<file path="src/rtl/sprite_line_engine.sv">
// Per-scanline sprite renderer: walks the attribute table in index order and copies each
// visible sprite row into one bank of a double-buffered line buffer.
module sprite_line_engine #(
   parameter int unsigned       N_SPR        = 64,
   parameter int unsigned       SPR_LOG      = 3,
   parameter int unsigned       MAX_PER_LINE = 16,
   parameter int unsigned       ADDR_W       = 15,
   parameter logic [ADDR_W-1:0] ATTR_BASE    = '0,
   parameter logic [ADDR_W-1:0] PAT_BASE     = 15'h2000,
   parameter int unsigned       X_W          = 9,
   parameter int unsigned       LINE_PIX     = 320,
   parameter logic [7:0]        TRANSP       = 8'h00,
   parameter bit                CLEAR        = 1'b1,
   parameter logic [7:0]        BG_COLOR     = 8'h00
) (
   input  logic              clk,
   input  logic              rst_n,
   input  logic              line_start,
   input  logic [7:0]        line_num,
   output logic [ADDR_W-1:0] mem_addr,
   output logic              mem_rd,
   input  logic [7:0]        mem_data,
   output logic [X_W:0]      lb_addr,
   output logic [7:0]        lb_data,
   output logic              lb_we,
   output logic              busy,
   output logic              done,
   output logic              overflow
);

   localparam int unsigned      SPR_W    = $clog2(N_SPR);
   localparam int unsigned      CNT_W    = $clog2(MAX_PER_LINE + 1);
   localparam logic [SPR_W-1:0] LAST_SPR = SPR_W'(N_SPR - 1);
   localparam logic [CNT_W-1:0] MAX_CNT  = CNT_W'(MAX_PER_LINE);
   localparam logic [X_W-1:0]   LAST_X   = X_W'(LINE_PIX - 1);
   localparam logic [X_W:0]     PIX_LIM  = (X_W + 1)'(LINE_PIX);

   typedef enum logic [3:0] {
      StIdle, StClr, StRdY, StRdX, StRdA, StRdI, StChk, StCopy, StDrain, StDone
   } state_e;

   state_e             state_q, state_d;
   logic [7:0]         line_q, y_q, xlo_q, id_q;
   logic               xhi_q, hflip_q, vflip_q, ovf_q;
   logic [SPR_W-1:0]   spr_q;
   logic [CNT_W-1:0]   cnt_q;
   logic [X_W-1:0]     clr_q;
   logic [SPR_LOG-1:0] col_q;

   logic [7:0]         diff;
   logic               off_row, wr_slot;
   logic [SPR_LOG-1:0] row, colp, pcol;
   logic [X_W-1:0]     px;
   logic [ADDR_W-1:0]  attr_addr;
   state_e             next_spr;

   assign diff      = line_q - y_q;
   assign off_row   = |diff[7:SPR_LOG];
   assign row       = vflip_q ? ~diff[SPR_LOG-1:0] : diff[SPR_LOG-1:0];
   assign colp      = hflip_q ? ~col_q : col_q;
   // Pattern data lags the address by one cycle, so the pixel being written is col_q - 1.
   assign pcol      = col_q - SPR_LOG'(1);
   assign px        = X_W'({xhi_q, xlo_q}) + X_W'(pcol);
   assign wr_slot   = (state_q == StCopy && col_q != '0) || state_q == StDrain;
   assign attr_addr = ATTR_BASE + ADDR_W'({spr_q, 2'b00});
   assign next_spr  = (spr_q == LAST_SPR) ? StDone : StRdY;

   always_ff @(posedge clk or negedge rst_n) begin
      if (!rst_n) begin
         state_q <= StIdle;
      end else begin
         state_q <= state_d;
      end
   end

   always_comb begin
      state_d = state_q;
      unique case (state_q)
         StIdle:  state_d = StIdle;
         StClr:   if (clr_q == LAST_X) state_d = StRdY;
         StRdY:   state_d = StRdX;
         StRdX:   state_d = StRdA;
         StRdA:   state_d = off_row ? next_spr : StRdI;
         StRdI:   state_d = mem_data[3] ? next_spr : StChk;
         StChk:   state_d = (cnt_q == MAX_CNT) ? StDone : StCopy;
         StCopy:  if (col_q == '1) state_d = StDrain;
         StDrain: state_d = next_spr;
         StDone:  state_d = StIdle;
         default: state_d = StIdle;
      endcase
      // A new line always wins, aborting whatever is in flight.
      if (line_start) state_d = CLEAR ? StClr : StRdY;
   end

   always_ff @(posedge clk or negedge rst_n) begin
      if (!rst_n) begin
         line_q  <= '0;
         y_q     <= '0;
         xlo_q   <= '0;
         id_q    <= '0;
         xhi_q   <= 1'b0;
         hflip_q <= 1'b0;
         vflip_q <= 1'b0;
         ovf_q   <= 1'b0;
         spr_q   <= '0;
         cnt_q   <= '0;
         clr_q   <= '0;
         col_q   <= '0;
      end else if (line_start) begin
         line_q <= line_num;
         ovf_q  <= 1'b0;
         spr_q  <= '0;
         cnt_q  <= '0;
         clr_q  <= '0;
         col_q  <= '0;
      end else begin
         case (state_q)
            StClr: clr_q <= clr_q + X_W'(1);
            StRdX: y_q <= mem_data;
            StRdA: begin
               xlo_q <= mem_data;
               if (off_row) spr_q <= spr_q + SPR_W'(1);
            end
            StRdI: begin
               xhi_q   <= mem_data[0];
               hflip_q <= mem_data[1];
               vflip_q <= mem_data[2];
               if (mem_data[3]) spr_q <= spr_q + SPR_W'(1);
            end
            StChk: begin
               id_q <= mem_data;
               if (cnt_q == MAX_CNT) ovf_q <= 1'b1;
               else cnt_q <= cnt_q + CNT_W'(1);
            end
            StCopy:  col_q <= col_q + SPR_LOG'(1);
            StDrain: spr_q <= spr_q + SPR_W'(1);
            default: ;
         endcase
      end
   end

   always_comb begin
      mem_addr = '0;
      mem_rd   = 1'b0;
      lb_addr  = '0;
      lb_data  = '0;
      lb_we    = 1'b0;
      case (state_q)
         StClr: begin
            lb_we   = 1'b1;
            lb_addr = {line_q[0], clr_q};
            lb_data = BG_COLOR;
         end
         StRdY: begin mem_rd = 1'b1; mem_addr = attr_addr; end
         StRdX: begin mem_rd = 1'b1; mem_addr = attr_addr + ADDR_W'(1); end
         StRdA: begin mem_rd = 1'b1; mem_addr = attr_addr + ADDR_W'(2); end
         StRdI: begin mem_rd = 1'b1; mem_addr = attr_addr + ADDR_W'(3); end
         StCopy: begin
            mem_rd   = 1'b1;
            mem_addr = PAT_BASE + ADDR_W'({id_q, row, colp});
         end
         default: ;
      endcase
      if (wr_slot) begin
         lb_addr = {line_q[0], px};
         lb_data = mem_data;
         lb_we   = (mem_data != TRANSP) && ({1'b0, px} < PIX_LIM);
      end
   end

   assign busy     = (state_q != StIdle);
   assign done     = (state_q == StDone);
   assign overflow = ovf_q;

endmodule

</file>
<file path="config.mk">
export PLATFORM = sky130hd
export DESIGN_NAME = sprite_line_engine
export DESIGN_NICKNAME = d
export VERILOG_FILES = /design/src/rtl/sprite_line_engine.sv
export SDC_FILE = /design/constraint.sdc
export NUM_CORES = 1
export LEC_CHECK = 0
export BUFFER_PORTS_ARGS = -buffer_cell sky130_fd_sc_hd__buf_2
export CELL_PAD_IN_SITES_DETAIL_PLACEMENT = 1
export CELL_PAD_IN_SITES_GLOBAL_PLACEMENT = 2
export CORE_UTILIZATION = 30
export CTS_CLUSTER_SIZE = 10
export DETAILED_ROUTE_END_ITERATION = 6
export GPL_TIMING_DRIVEN = 0
export PLACE_DENSITY_LB_ADDON = 0.1
export REMOVE_ABC_BUFFERS = 1
export SETUP_SLACK_MARGIN = 0.5
export SYNTH_ARGS = -nofsm -noshare
export SYNTH_HDL_FRONTEND = slang
export SYNTH_SLANG_ARGS = --single-unit
</file>
<file path="constraint.sdc">
create_clock -name clk -period 8.4 [get_ports clk]
set_input_delay 0.84 -clock clk [delete_from_list [all_inputs] [get_ports clk]]
set_output_delay 0.84 -clock clk [all_outputs]
set_load 0.005 [all_outputs]
</file>
* After elaboration in Yosys (flattened, before gate mapping)
Index checks and enable logic that the tools add are counted.
** Word-level totals
- Latch bits :: 0
- Word-level logic and storage cells :: 98
- Memories :: 0
- Bits in registers :: 63
- Output and inout bits :: 38
- ROM bits :: 0
- RAM bits :: 0
** Operators by class
- Shift-type cells :: 0
- Div/mod/pow operators :: 0
- Reduce and logical (&&, ||, !) cells :: 21
- Bitwise logic cells :: 3
- $mul :: 0
- Order comparisons :: 1
- Equality and inequality tests :: 18
- Add/subtract/negate cells :: 11
- Multiplexer cells :: 31
** Operators with widths (count)
- $pmux 15 s5 :: 1
- $pmux 4 s8 :: 1
- $mux 4 :: 7
- $mux 10 :: 2
- $add 8x2->9 const B :: 2
- $mux 6 :: 3
- $mux 9 :: 2
- $pmux 6 s3 :: 1
- $eq 4x3->1 const B :: 4
- $add 14x14->15 const A :: 1
- $mux 5 :: 3
- $reduce_and 2->1 :: 7
- $mux 3 :: 4
- $reduce_or 5->1 :: 2
- $add 8x1->9 const B :: 1
- $add 9x1->9 const B :: 1
- $add 9x3->9 :: 1
- $eq 9x9->1 const B :: 1
- $lt 9x9->1 const B :: 1
- $ne 3x3->1 const B :: 3
- $eq 4x2->1 const B :: 2
- $eq 4x4->1 const B :: 2
- $mux 8 :: 1
- $reduce_bool 2->1 :: 4
- other kinds (20) :: 28

* Longest topological paths before layout
- Depth in word-level cells :: 5
- Mapped depth :: 11
- Depth with buffers taken out :: 11

* Least setup slack after synthesis
No wires, ideal clock.
- Path type :: register to output
- Start point :: reg col_q[0]
- End point :: out lb_we
- Stages on the path, launching flop included :: 11
- Arrival :: 2184 ps
- Slack :: 5376 ps
- Data required time :: 7560 ps
- Cell sequence :: dfrtp_1 -> inv_1 -> ha_1 -> fa_1 -> nor2b_1 -> o21ai_0 -> nor2_1 -> nor2_1 -> o22ai_1 -> a221oi_1 -> a21o_1
** On the way
- Longest elaborated chain between the ends :: 5
- Elaborated cells on any way between the ends :: 8
** RTL lines
- start: declaration :: RTL line 48 : logic [SPR_LOG-1:0] col_q;
- start signal: assignment :: RTL line 135 : StCopy: col_q <= col_q + SPR_LOG'(1);
- $sub 3x1->3 :: RTL line 62 : assign pcol = col_q - SPR_LOG'(1);
- $add 9x3->9 :: RTL line 63 : assign px = X_W'({xhi_q, xlo_q}) + X_W'(pcol);
- $lt 9x9->1 :: RTL line 167 : lb_we = (mem_data != TRANSP) && ({1'b0, px} < PIX_LIM);
- $logic_and 1x1->1 :: RTL line 167
- $mux 1 * :: RTL line 164 : if (wr_slot) begin
- end: declaration :: RTL line 25 : output logic lb_we,
Mark *: on every way between the ends. The rest lies on a longest branch, timed or not.

* Worst setup path after layout
- Start point :: reg state_q[2]
- End point :: out lb_we
** On the way
- Longest elaborated chain between the ends :: 4
- Elaborated cells on any way between the ends :: 7
** RTL lines
- start: declaration :: RTL line 42 : state_e state_q, state_d;
- start signal: assignment :: RTL line 70 : state_q <= StIdle;
- start signal: assignment :: RTL line 72 : state_q <= state_d;
- $eq 4x3->1 :: RTL line 64 : assign wr_slot = (state_q == StCopy && col_q != '0) || state_q == StDrain;
- $logic_and 1x1->1 :: RTL line 64
- $logic_or 1x1->1 :: RTL line 64
- $mux 1 * :: RTL line 164
Marked as above.

==> impl_results.md <==
* CTS Hold Bufs at 0
* CP Class: flip-flop to output port
* Synth Area in Compound Gates at between 10% and 20%
* Post-CTS sizing at 0
* Most frequent cell after synthesis: dfrtp_1
* Clk sinks at 63
* Die Ht at 116 um
* VDD IR max at 0.124 mV
* Initial antenna violation count at 0
* Largest family of logic cells by synthesized area: simple AND/OR/NAND/NOR gates
* Core area at ~13000 um2
* CTS H-tree depth at 3
* Post-Syn Area per Cell at 9.43 um2
* Number of vias per cell at 4.89
* Port bufs at 56
* Worst Path Required at roughly 7600 ps
* CP startpoint kind: flip-flop
* Per-cell routed wire length at 16.9 um
* Max Fclk at 0.243 GHz
* CTS tree: done
* Final setup fails at 0
* Critical path peak fanout at 16
* Main synth FF type: dfrtp_1
* Power per cell area at 233 nW/um2
* Final Non-Filler Cells at 647
* Simple-gate portion of the synthesized area at 20.2%
* Fin Hold WS at 372 ps
* Post-Synthesis Cells at 414
* R2r startpoint: line_q[0]
* Initial drt markers at about 120
* Distinct cell type count after synthesis at 53
* Synth area leaders: dfrtp_1 40%, mux2_2 7.8%, ha_1 5.8%
* Initial core utilization at 30.8%
* Vias in the first global route at around 3300
* Ys async rst share at 100%
* Hold WC Path Type: input pin to async pin
* GPL Wtd Cong at between 0.7 and 0.8
* Die Width at roughly 120 um
* Max-Cap Viols at 0
* Critical Path End Type: output port
* Number of synthesized register bits at 63
* Num ports at 57
* Area of the multi-input gates at 2180 um2
* Post-CTS Setup Bufs at 0
* Largest net degree at the start of global routing at 49
* Layout cells sized above 1 at 24.4%
* Setup_tns at 0 ps
* Yosys top cell area share at 40.4%
* GRT overflow at 0
* Tcrit/Tclk final at 48.9%
* Post-synthesis adder-cell area fraction at 6.79%
* RSZ-0062 raised after global routing: false
* Layout fillers at 1506
* Final hold vios at 0
* Clk buf depth at 2
* Routed Antenna Nets at 0
* Status: completed
* Final wirelength at ~11000 um
* Global Route Usage Sum at 18.1%
* Worst-Margin Slew at ~1200 ps
* Rows at 41
* R2R Setup Slk at 5260 ps
* Count of final max-slew check failures at 0
* Synth Area in XOR/XNOR at 7.18%
* Seq/Total Area, Yosys at between 40 and 50%
* Clock latency at the later pin of the worst-skew pair at about 340 ps
* Cell accounting for the most synthesized area: dfrtp_1
* ANT cells at 0
* Worst slew margin at 22.7%
* CTS buffer count at 9
* Reg clk slew, reported paths at approximately 60 ps
* Reg2reg path depth at 11
* Pre-antenna DRT Iters at 4
* Area growth syn-to-layout at 20.2%
* Die ar. at 13500 um2
* Top cells by count, synth: 63 x dfrtp_1, 45 x nand2_1, 42 x nor2_1, 29 x o21ai_0, 27 x mux2_2
* Leak at between 2 and 2.5 nW
* Placed Instances at about 630
* Worst EP arrival at 3270 ps
* Global-route wire length before repair at 17800 um
* Register Area at between 1500 and 2000 um2
* Mux share of post-synthesis cell area at 9.23%
* Final nets at 510
* Crit Reg-Reg Endpoint: spr_q[5]
* Vias at 3161
* Final Core Density at between 30% and 40%
* CTS Root Cell: clkbuf_16
* Min Tclk post-route at 4110 ps
* Post-DP HPWL at 7840 um
* YS warnings at 0
* Post-Syn Area at 3900 um2
* Clk_skew at 7.25 ps
* DRC at 0
* EDFF count, synth at 0
final cells by class:
class                           instances  share of cell area [%]
Multi-Input combinational cell        316                    46.4
Sequential cell                        63                    33.6
Timing Repair Buffer                   60                    7.33
Clock buffer                           12                    5.47
Tap cell                              172                    4.59
Inverter                               21                    1.68
Clock inverter                          3                   0.906
worst max path at each step:
stage / start / to / slack (ps) / cells after the start
floorplan: col_q[0] / lb_we / 5360 / 10
global placement: state_q[2] / lb_we / 4130 / 6
detailed placement: state_q[2] / lb_we / 4650 / 7
CTS: state_q[2] / lb_we / 4280 / 7
global route: state_q[2] / lb_we / 4040 / 7
finish: state_q[2] / lb_we / 4290 / 7
power by group:
| part | internal (W) | switching, W | total [W] |
|---|---|---|---|
| clock network | 0.000244 | 0.000139 | 0.000383 |
| logic | 0.000151 | 0.000184 | 0.000335 |
| registers | 0.000342 | 0.0000345 | 0.000377 |
per-layer routing:
layer	vias up	GRT usage, %	wire length [um]	share of wire (%)
li1	1551	-	-	-
met1	1539	24.1	5280	48
met2	56	28.1	4960	45
met3	15	4.46	479	4.4
met4	0	7.18	190	1.7
met5	-	0	0	0
worst max-delay path: stages, from the launching register on:
cell and delay (ps):
dfrtp_1 660, nand2b_1 340, nor2_1 960, a21oi_2 240, buf_8 240, a221oi_1 220
a21o_1 160, buf_2 110
cell families (layout without fill, tap and decap cells):
| kind of cell | Yosys count | after routing |
|---|---|---|
| buf+inv | 35 | 96 |
| compound gates | 74 | 74 |
| fa+ha+maj | 20 | 20 |
| simple gates | 158 | 158 |
| xor+xnor | 32 | 32 |
| flops | 63 | 63 |
| mux | 32 | 32 |
registers in the layout (all words and copies together) (netlist names):
register	cells
cnt_q	5
spr_q	6
hflip_q	1
vflip_q	1
col_q	3
id_q	8
xhi_q	1
xlo_q	8
clr_q	9
state_q	4
overflow	1
line_q	8
y_q	8
metrics by stage:
stage / total power (W) / instance area, um2 / setup slack (ps)
3_3_place_gp: 0.000711 / 4320 / 4130
3_5_place_dp: 0.000724 / 4390 / 4650
6_report: 0.00109 / 4690 / 4290
4_1_cts: 0.00112 / 4690 / 4280
5_1_grt: 0.00117 / 4690 / 4040
2_1_floorplan: 0.000619 / 3820 / 5360
layout by cell type, fill, tap and decap left out, types with 4 or more instances in the layout:
| master | instances |
|---|---|
| nand2b_1 | 7 |
| a31oi_1 | 4 |
| mux2_2 | 27 |
| nor2b_1 | 14 |
| clkbuf_16 | 9 |
| dfrtp_1 | 63 |
| a21oi_1 | 17 |
| and3_1 | 5 |
| ha_1 | 18 |
| nand2_1 | 45 |
| nor3_1 | 8 |
| xnor2_1 | 13 |
| xor2_1 | 19 |
| nor2_1 | 42 |
| and2_1 | 7 |
| o21ai_0 | 29 |
| nand3_1 | 9 |
| buf_2 | 55 |
| inv_1 | 21 |
Power figures use the tool's default switching activity.
